[src/rtl/id_ex_stage.sv]
// ID/EX holding register with RAW forwarding and ALU operand selection.
// Optional macro ID_EX_FWD_EN enables EX/MEM and MEM/WB forwarding; without it operands come straight from the register file.
package riscv_pkg;
  parameter int XLEN = 32;
  typedef enum logic [3:0] {
    ALU_ADD, ALU_SUB, ALU_SLL, ALU_SLT, ALU_SLTU,
    ALU_XOR, ALU_SRL, ALU_SRA, ALU_OR, ALU_AND
  } alu_op_t;
endpackage

module id_ex_fwd #(
  parameter int XLEN = 32,
  parameter int RA_W = 5
) (
  input  logic [RA_W-1:0] rs,
  input  logic [XLEN-1:0] rval,
  input  logic            exmem_reg_write,
  input  logic [RA_W-1:0] exmem_rd,
  input  logic [XLEN-1:0] exmem_result,
  input  logic            memwb_reg_write,
  input  logic [RA_W-1:0] memwb_rd,
  input  logic [XLEN-1:0] memwb_result,
  output logic [XLEN-1:0] fwd
);
`ifdef ID_EX_FWD_EN
  // The younger result (EX/MEM) wins; x0 is hardwired and never forwarded.
  always_comb begin
    fwd = rval;
    if (exmem_reg_write && exmem_rd == rs && rs != '0)
      fwd = exmem_result;
    else if (memwb_reg_write && memwb_rd == rs && rs != '0)
      fwd = memwb_result;
  end
`else
  logic unused_fwd;
  assign unused_fwd = ^{rs, exmem_reg_write, exmem_rd, exmem_result,
                        memwb_reg_write, memwb_rd, memwb_result};
  assign fwd = rval;
`endif
endmodule

module id_ex_stage
  import riscv_pkg::*;
#(
  parameter int XLEN = 32,
  parameter int RA_W = 5
) (
  input  logic            clk,
  input  logic            rst_n,
  input  logic            in_valid,
  output logic            in_ready,
  input  logic [XLEN-1:0] in_pc,
  input  logic [XLEN-1:0] in_rs1_val,
  input  logic [XLEN-1:0] in_rs2_val,
  input  logic [XLEN-1:0] in_imm,
  input  logic [RA_W-1:0] in_rs1,
  input  logic [RA_W-1:0] in_rs2,
  input  logic [RA_W-1:0] in_rd,
  input  alu_op_t         in_alu_op,
  input  logic            in_src_a_pc,
  input  logic            in_src_b_imm,
  input  logic            in_reg_write,
  input  logic            flush,
  input  logic            out_ready,
  input  logic            exmem_reg_write,
  input  logic [RA_W-1:0] exmem_rd,
  input  logic [XLEN-1:0] exmem_result,
  input  logic            memwb_reg_write,
  input  logic [RA_W-1:0] memwb_rd,
  input  logic [XLEN-1:0] memwb_result,
  output logic            out_valid,
  output logic [XLEN-1:0] alu_a,
  output logic [XLEN-1:0] alu_b,
  output alu_op_t         alu_op,
  output logic [RA_W-1:0] out_rd,
  output logic            out_reg_write,
  output logic [XLEN-1:0] out_store_data,
  output logic [XLEN-1:0] out_pc
);
  typedef struct packed {
    logic [XLEN-1:0]            pc;
    logic [XLEN-1:0]            imm;
    logic [1:0][XLEN-1:0]       rval;
    logic [1:0][RA_W-1:0]       rs;
    logic [RA_W-1:0]            rd;
    alu_op_t                    op;
    logic                       src_a_pc;
    logic                       src_b_imm;
    logic                       reg_write;
  } payload_t;

  payload_t             q, d;
  logic                 valid_q;
  logic                 load;
  logic [1:0][XLEN-1:0] fwd;

  assign in_ready = !valid_q || out_ready;
  assign load     = in_valid && in_ready;

  assign d.pc        = in_pc;
  assign d.imm       = in_imm;
  assign d.rval      = {in_rs2_val, in_rs1_val};
  assign d.rs        = {in_rs2, in_rs1};
  assign d.rd        = in_rd;
  assign d.op        = in_alu_op;
  assign d.src_a_pc  = in_src_a_pc;
  assign d.src_b_imm = in_src_b_imm;
  assign d.reg_write = in_reg_write;

  // flush beats a coincident load: the offered instruction is never captured.
  always_ff @(posedge clk or negedge rst_n) begin
    if (!rst_n) begin
      valid_q <= 1'b0;
      q       <= '0;
      q.op    <= ALU_ADD;
    end else begin
      if (flush)          valid_q <= 1'b0;
      else if (load)      valid_q <= 1'b1;
      else if (out_ready) valid_q <= 1'b0;
      if (load && !flush) q <= d;
    end
  end

  // Operand 0 is rs1, operand 1 is rs2.
  for (genvar g = 0; g < 2; g++) begin : g_fwd
    id_ex_fwd #(.XLEN(XLEN), .RA_W(RA_W)) u_fwd (
      .rs              (q.rs[g]),
      .rval            (q.rval[g]),
      .exmem_reg_write (exmem_reg_write),
      .exmem_rd        (exmem_rd),
      .exmem_result    (exmem_result),
      .memwb_reg_write (memwb_reg_write),
      .memwb_rd        (memwb_rd),
      .memwb_result    (memwb_result),
      .fwd             (fwd[g])
    );
  end

  // An empty stage presents ADD 0,0 so the ALU result is deterministic.
  assign out_valid      = valid_q;
  assign alu_a          = !valid_q ? '0 : (q.src_a_pc  ? q.pc  : fwd[0]);
  assign alu_b          = !valid_q ? '0 : (q.src_b_imm ? q.imm : fwd[1]);
  assign alu_op         = valid_q ? q.op : ALU_ADD;
  assign out_reg_write  = valid_q && q.reg_write;
  assign out_rd         = q.rd;
  assign out_store_data = fwd[1];
  assign out_pc         = q.pc;
endmodule

[config.mk]
export PLATFORM = sky130hd
export DESIGN_NAME = id_ex_stage
export DESIGN_NICKNAME = d
export VERILOG_FILES = /design/src/rtl/id_ex_stage.sv
export SDC_FILE = /design/constraint.sdc
export NUM_CORES = 1
export LEC_CHECK = 0
export CAP_MARGIN = 40
export CORE_AREA = 2 2 142 144
export DETAILED_ROUTE_END_ITERATION = 7
export DIE_AREA = 0 0 144 146
export GPL_TIMING_DRIVEN = 0
export MAX_ROUTING_LAYER = met4
export PLACE_DENSITY = 0.74
export SYNTH_ARGS = -nofsm -noshare
export SYNTH_HDL_FRONTEND = slang
export SYNTH_SLANG_ARGS = --single-unit
[constraint.sdc]
create_clock -name clk -period 4.99 [get_ports clk]
set_clock_uncertainty 0.05 [all_clocks]
set_input_delay 0.998 -clock clk [delete_from_list [all_inputs] [get_ports clk]]
set_output_delay 0.998 -clock clk [all_outputs]
set_load 0.02 [all_outputs]
==> run_results.csv <==
group,metric,value,unit
sta,setup-tns-final,0,ps
setup_path,path_max_fanout,10,
grt,track_usage,18.7,%
power,intPower,2.81,mW
setup_path,r2r_end,"q[35]",
finish,layout_commonest_cell,"clkdlybuf4s50_1",
power,seqPwrFrac,36.8,%
power,p_switching,1.16,mW
finish,nFillCells,1660,
power,power_leakage,4.58,nW
finish,fin_area,10700,um2
clock_tree,holdBufCountCts,0,
outcome,status,"complete, no violations",
grt,overflow,0,
setup_path,reg2reg_depth,5,
sta,grt_setup_unrepaired,"false",
clock_tree,cts_tree,"done",
setup_path,cp_slowest_stage_delay,640,ps
placed_design,hpwlAfterDp,14.2,mm
synthesis,synth_area_per_cell,13.4,um2
finish,final_nets,1053,
grt,grt_pass1_wl,29.1,mm
setup_path,r2r_slack,2900,ps
finish,area_growth,54.8,%
sta,setup_viol,0,
placed_design,dpl_cell_area,10100,um2
grt,grt_max_degree,82,
grt,grt_use_met3,6.38,%
die,fp.dieArea,21000,um2
sta,fin_crit_sh,78.6,%
synthesis,syn_area,6940,um2
detailed_routing,via_per_inst,4.47,
setup_path,cp_common_cell,"clkbuf_1",
sta,clock.fmax,255,MHz
grt,antenna_found_initial,2,
worst_hold_path,min_path_cells,1,
grt,grt_use_met1,22.3,%
die,dieHeight,146,um
detailed_routing,drt_iter0_markers,104,
detailed_routing,firstDrtPassIters,4,
die,rows,51,
worst_hold_path,hold_path_end,"q[52]",
setup_path,critPathBufInv,3,
detailed_routing,vias,4923,
finish,multi_input_area,2680,um2
detailed_routing,antenna_left,0,
synthesis,syn-num-nets,749,
finish,register_area,3530,um2
worst_hold_path,min-delay-start,"q[52]",
finish,drive_gt1_share,19.8,%
synthesis,syn_inst,518,
sta,hold_violations,0,
die,io_pins,371,
grt,grt_pass1_vias,5267,
sta,drv_slew,0,
setup_path,cp-start-kind,"register",
die,die_x,144,um
synthesis,netlist_top_cells_area,"dfrtp_1 51%, mux2_1 16%, mux2i_1 9.2%, buf_4 7.5%, mux2_2 6.5%",
setup_path,endpoint_kind,"primary output",
clock_tree,cts_made_buffers,17,
grt,gr-usage-met2,29.8,%
power,switching_share,29.1,%
detailed_routing,route.detailed.drc,0,
synthesis,ys_seq_elements,141,
synthesis,synth_largest_area_cell,"dfrtp_1",
sta,max-slew-margin-rel,57.9,%
setup_path,crit_path_cell_trace,"clkbuf_1 -> clkbuf_1 -> nor2b_1 -> clkdlybuf4s50_1",
sta,worst_pin_slew,632,ps
setup_path,cp.required,3940,ps
worst_hold_path,hold_path_class,"reg -> reg",
placed_design,routabilityCongestion,0.760,
detailed_routing,routed_wl,19.0,mm
clock_tree,clock_latency,410,ps
power,power_density,369,nW/um2
clock_tree,htree_levels,4,
placed_design,port_buffers,284,
power,clkPwrFrac,32.1,%
sta,min_period,3920,ps
setup_path,path_class,"reg -> out",
synthesis,seq_area_frac_synth,50.8,%
power,ir_worst_vdd,229,uV
finish,layout.cells.most_common_list,"283 x clkdlybuf4s50_1, 141 x dfrtp_1, 100 x mux2_1, 69 x buf_4",
grt,busiest_layer,"met2",
die,design.core.area,19300,um2
clock_tree,post_cts_buffers,0,
setup_path,r2r_start,"out_valid",
clock_tree,cts.path.max_buffers,2,
clock_tree,clk_pin_slew,50,ps
sta,setup_ws,1070,ps
clock_tree,cts_sinks,141,
synthesis,synth.distinct_cells,14,
placed_design,dpl_worst_slack,1390,ps
synthesis,synth_top_area_share,50.8,%
clock_tree,root_buffer,"clkbuf_16",
synthesis,yosys_warnings,0,
setup_path,cp_top_family,"buffers and inverters",
clock_tree,cts_resized,0,
run,drv_cap,0,
setup_path,worstPathArrival,2870,ps
power,p_total,3.97,mW
detailed_routing,wl_per_cell,17.3,um
setup_path,slowest_stage,"clkdlybuf4s50_1",
power,combPwrFrac,31.1,%
die,initial_core_util,35.9,%
sequential cells by signal (all words and copies together) (netlist names):
signal / flops
out_rd: 5
q: 103
out_pc: 32
out_valid: 1
power groups by stage:
stage          clock network (mW)  logic, mW  registers, mW
2_1_floorplan                   0      0.718           1.44
3_3_place_gp                    0       1.23           1.48
3_5_place_dp                    0       1.25           1.48
4_1_cts                      1.32       1.25           1.46
5_1_grt                      1.36       1.32           1.49
6_report                     1.27       1.23           1.46
routing by layer:
layer | wire length [um] | vias up
met5 | 0 | -
met4 | 329 | 0
met3 | 1630 | 23
met2 | 9020 | 200
met1 | 8060 | 2391
li1 | - | 2309
metrics by stage:
step           cells  util [%]  hold slack (ps)
5_1_grt         1102      55.5              451
6_report        1102      55.5              432
2_1_floorplan    518         -              407
4_1_cts         1100      55.5              438
3_5_place_dp    1068      52.5              424
3_3_place_gp    1067      52.3              416
area by class of cell:
class	instances	area share, %
inverters	1	0.0349
repair buffers	285	26.7
diodes	2	0.0466
clock buffers	19	4.22
well taps	265	3.09
multi-input cells	277	25.0
clock inverters	13	1.29
plain buffers	99	6.76
flip-flops and latches	141	32.9
logic make-up after synthesis:
group	synth area share, %
buffers and inverters	10.5
multiplexers	31.9
flip-flops	50.8
AND/OR/NAND/NOR	6.71
synth_stat cells:
cell and instances:
and2b_1 1, mux2i_1 64, buf_2 10, mux2_2 40, buf_4 69, and2_1 5, clkbuf_1 9, nor3b_4 1
mux2_1 100, inv_1 1, buf_6 11, dfrtp_1 141, nor2b_1 64, nor2_1 2
how the worst max path moves through the flow:
stage                   start        end  slack, ps  depth (start not counted)
floorplan           out_ready   in_ready       2580                          2
global placement        rst_n      q[72]      -3130                          1
detailed placement  out_valid  alu_b[26]       1390                          4
CTS                 out_valid  alu_b[26]        940                          4
global route        out_valid  alu_b[26]        860                          4
finish              out_valid  alu_b[26]       1070                          4
Note: power is estimated with default switching activity, not from simulation.
==> variant 1, RTL diff (same settings) <==
Add a define of `ID_EX_FWD_EN`.
--- a/src/rtl/id_ex_stage.sv
+++ b/src/rtl/id_ex_stage.sv
@@ -1,4 +1,6 @@
 // ID/EX holding register with RAW forwarding and ALU operand selection.
 // Optional macro ID_EX_FWD_EN enables EX/MEM and MEM/WB forwarding; without it operands come straight from the register file.
+`define ID_EX_FWD_EN
+
 package riscv_pkg;
   parameter int XLEN = 32;
Formal check against the unedited RTL: not equivalent (a bounded check fails within 4 cycles, from zero or initial values and one cycle with rst_n low).
==> variant 1 against the original RTL <==
  * Hold slack got worse by 37 ps
  * Critical path depth is 4 higher
  * Power up 11%
  * Area after synthesis rose by 24%
  * Sequential cell count rose by 10
  * Final area increased by 24%
  * Worst setup slack got worse by 920 ps
  * Wire length is 60% higher
  * Highest routed layer unchanged
==> variant 1: results (changes against the original RTL) <==
| Metric | Value |
|---|---|
| Status | completed (unchanged) |
| Area post-placement | 12710 um^2 (was 10140 um^2) |
| Synth top area cells | dfrtp_1 44%, mux2_2 20%, mux2i_1 7.4% (was dfrtp_1 51%, mux2_1 16%, mux2i_1 9.2%) |
| Placed insts | 1402 (was 1068) |
| Crit path launch | memwb_rd[1] (was out_valid) |
| CP arrival | 3790 ps (was 2870 ps) |
| Share of layout cells above drive strength 1 | 24.23% (was 19.76%) |
| WL final | 30390 um (was 19030 um) |
| Synth Area in XOR/XNOR | 2.027% (was 0%) |
| Worst-Margin Slew | 748.6 ps (was 631.6 ps) |
| PortBufs | 370 (was 284) |
| Hold crit path type | input port to asynchronous set/reset pin (was flop to flop) |
| GP Congestion | 0.8542 (was 0.7602) |
| Cells after Synth | 766 (was 518) |
| Peak VDD IR | 0.0002559 V (was 0.0002291 V) |
| Commonest cells post-synth | 151 x dfrtp_1, 150 x mux2_2, 67 x nand2_1 (was 141 x dfrtp_1, 100 x mux2_1, 69 x buf_4) |
| FILL cells | 1548 (was 1660) |
| Yosys Warn Count | 0 (unchanged) |
| Largest net degree at the start of global routing | 114 (was 82) |
| All-Layer GR Usage | 29.86% (was 18.75%) |
| Total number of vias | 7485 (was 4923) |
| Hpwl dp | 23700 um (was 14180 um) |
| Register area share after synthesis | 43.73% (was 50.84%) |
| Compound-gate portion of the synthesized area | 9.586% (was 0%) |
| Synth Flop Type | dfrtp_1 (unchanged) |
| Number of H-tree levels | 4 (unchanged) |
| Pre-Repair DR Iteration Count | 5 (was 4) |
| Vias/cell | 5.216 (was 4.467) |
| Psw | 1353 uW (was 1156 uW) |
| Leakage power | 0.005186 uW (was 0.004578 uW) |
| Distinct cells, synth | 29 (was 14) |
| Number of flip-flops in the largest register | 113 (was 103) |
| First-pass GRT wire length | 45860 um (was 29120 um) |
## variant 1: cell count changes after synthesis, moves of 31 or more
cell	before	now
inv_1	1	33
mux2_1	100	0
mux2_2	40	150
nand2_1	0	67
nand3b_1	0	31
nor2_1	2	35
nor2b_1	64	3
o221ai_1	0	54
## variant 1: stage by stage
stage | TNS (ps) | setup WS, ps
finish | 0 | 149.4
global route | 0 | 4.048
CTS | 0 | 44.20
detailed placement | 0 | 54.89
global placement | -549250 | -3656
floorplan | 0 | 1551
## variant 1: cell families (layout without fill, tap and decap cells)
group                     Yosys count  count (layout)
AOI/OAI and AO/OA                  96              96
xor gates and xnor gates           20              20
muxes                             214             214
buffers and inverters             127             529
DFF                               151             151
other                               0               2
and+or+nand+nor                   158             158
## variant 1: critical path: stages
cell and delay (ps):
clkdlybuf4s50_1 530, xnor2_1 140, nand4_1 130, nor3_2 460, buf_2 470, mux2i_1 130, o221ai_1 260, clkdlybuf4s50_1 660
## variant 1: power groups by stage
stage | sequential, uW | clock [uW] | combinational, uW
2_1_floorplan | 1550 | 0 | 832
3_3_place_gp | 1580 | 0 | 1520
3_5_place_dp | 1590 | 0 | 1540
4_1_cts | 1570 | 1320 | 1550
5_1_grt | 1600 | 1380 | 1640
6_report | 1570 | 1310 | 1540
## variant 1: timing repair
action,in CTS,in global routing
endpoints found under the setup margin,0,1
resized for setup,0,1
endpoints found under the hold margin,0,0
## variant 1: cell type report
cell class	count	area [um^2]	share of cell area, %
Tap cell	265	331.6	2.492
Buffer	94	604.3	4.542
Clock buffer	18	429.2	3.226
Timing Repair Buffer	371	3736	28.08
Multi-Input combinational cell	488	4140	31.12
Inverter	33	123.9	0.9311
Clock inverter	13	155.1	1.166
Sequential cell	151	3779	28.40
Antenna cell	2	5.005	0.03762
## variant 1: worst paths after layout
path,depth (start not counted),slack (ps),endpoint
max in group asynchronous,2,3590,q[90]
worst max-delay path,8,150,alu_a[13]
min in group clk,1,450,q[24]
worst max register to register,5,2430,q[67]
worst min register to register,1,450,q[24]
worst min-delay path,1,400,q[12]
## variant 1: routing by layer
metal	share of wire, %	vias to the layer above	global-route usage (%)	wire length, um
met3	8.3	54	8.358	2513
met4	3.0	0	11.27	909
li1	-	3490	-	-
met2	49	306	49.40	15040
met1	39	3635	34.33	11920
met5	0	-	-	0
==> variant 2, RTL diff (same flow settings) <==
Without the edit above. Make the reset (`rst_n`) synchronous in one clocked block.
--- a/src/rtl/id_ex_stage.sv
+++ b/src/rtl/id_ex_stage.sv
@@ -109,5 +109,5 @@
 
   // flush beats a coincident load: the offered instruction is never captured.
-  always_ff @(posedge clk or negedge rst_n) begin
+  always_ff @(posedge clk) begin
     if (!rst_n) begin
       valid_q <= 1'b0;
Check against the original RTL: differs if rst_n is asserted again (counterexample within 4 cycles, from zero or initial values and one cycle with rst_n low); with rst_n held inactive, the same outputs for 10 cycles.
==> variant 2 against the original RTL <==
  * Area after synthesis increased by 5.1%
  * Worst setup slack lost 74 ps
  * Via count increased by 30%
  * Critical endpoint is now alu_op[0]
  * Final area rose by 3.2%
  * Largest cell class unchanged
  * Critical path depth unchanged
  * Highest routed layer unchanged
  * Wire length rose by 20%
  * Register-to-register slack improved by 270 ps
  * Sequential cell count is the same
Power is not compared: it rests on default switching activity, and its combinational part moved more than twofold at a synthesized area within 25%.
==> variant 2: results (changes against the original RTL) <==
| Metric | Value |
|---|---|
| Number of global-route vias before repair | 6429 (was 5267) |
| Root buffer cell | clkbuf_16 (unchanged) |
| Synth top area cells | dfxtp_1 39%, mux2i_1 28%, nand2_1 14% (was dfrtp_1 51%, mux2_1 16%, mux2i_1 9.2%) |
| Hold path depth | 2 (was 1) |
| Pre-Repair DR Iteration Count | 6 (was 4) |
| GR Layer Usage met1 | 27.38% (was 22.28%) |
| Commonest cells post-synth | 280 x nand2_1, 204 x mux2i_1, 141 x dfxtp_1 (was 141 x dfrtp_1, 100 x mux2_1, 69 x buf_4) |
| Worst reg2reg path depth | 6 (was 5) |
| Hpwl dp | 17030 um (was 14180 um) |
| Starting DRT DRC Count | 192 (was 104) |
| Post_cts resized | 0 (unchanged) |
| PortBufs | 283 (was 284) |
| Largest net degree at the start of global routing | 17 (was 82) |
| Distinct cells, synth | 15 (was 14) |
| Leakage power | 0.004213 uW |
| Startpoint Class | flop (unchanged) |
| Hold Startpoint | q[4] (was q[52]) |
| Asr flop ratio synth | 0% (was 100.0%) |
| Final Non-Filler Cells | 1410 (was 1102) |
| Vias/cell | 4.528 (was 4.467) |
| Share of layout cells above drive strength 1 | 11.01% (was 19.76%) |
| Number of flip-flops in the largest register | 103 (unchanged) |
| Synth Net Count | 1061 (was 749) |
| Worst-Margin Slew | 763.2 ps (was 631.6 ps) |
| WL final | 22800 um (was 19030 um) |
| CP arrival | 2950 ps (was 2870 ps) |
| Reg-to-Reg Start | out_valid (unchanged) |
| FILL cells | 1787 (was 1660) |
| Register area share after synthesis | 38.69% (was 50.84%) |
| Yosys Warn Count | 0 (unchanged) |
| Synth Flop Type | dfxtp_1 (was dfrtp_1) |
| Number of H-tree levels | 4 (unchanged) |
| Status | completed (unchanged) |
| Met2 usage | 34.83% (was 29.83%) |
| Syn avg cell area | 8.790 um^2 (was 13.40 um^2) |
| First-pass GRT wire length | 34750 um (was 29120 um) |
| Worst-Skew Late Latency | 410 ps (about the same) |
| GP Congestion | 0.8589 (was 0.7602) |
| All-Layer GR Usage | 22.13% (was 18.75%) |
variant 2: worst paths after layout:
kind / slack, ps / end
setup reg to reg: 3170 / q[83]
hold / removal: 400 / q[4]
setup / recovery: 990 / alu_op[0]
hold reg to reg: 400 / q[4]
variant 2: through the flow:
step                      cell area (um^2)  util (%)  setup WS, ps  power (uW)
after floorplan                       7296         -          2624        1529
after global placement               10460     54.10          1390        1776
after detailed placement             10460     54.10          1404        1782
after CTS                            11080     57.30         940.6        3141
after global routing                 11080     57.32         823.9        3238
final                                11080     57.32         994.9        3110
variant 2: report_power, final:
part | total, uW | internal [uW] | leakage [uW] | switching, uW
logic | 529 | 296 | 0.00276 | 233
clock network | 1350 | 836 | 0.000299 | 519
registers | 1230 | 1190 | 0.00115 | 41.3
variant 2: kinds of logic (layout without fill, tap and decap cells):
group         Yosys count  count (layout)  share of synthesized area [%]
mux                   204             204                          27.99
other cells             0               1                              0
flops                 141             141                          38.69
buf+inv               132             446                          12.49
simple gates          353             353                          20.84
variant 2: metal layers:
metal  routed length [um]  share of wire [%]
met1                10020                 44
met2                10600                 46
met3                 1747                7.7
met4                  425                1.9
met5                    0                  0
variant 2: worst max-delay path, stage by stage (launching register included):
cell	delay, ps
dfxtp_1	680
clkbuf_1	340
clkbuf_1	630
and2_1	220
clkdlybuf4s50_1	660
variant 2: final cells by class:
class	instances	share of cell area, %
multi-input cells	557	32.14
repair buffers	283	25.56
flip-flops and latches	141	25.47
plain buffers	131	8.186
clock buffers	17	3.839
well taps	265	2.992
clock inverters	14	1.750
inverters	1	0.03387
diodes	1	0.02258
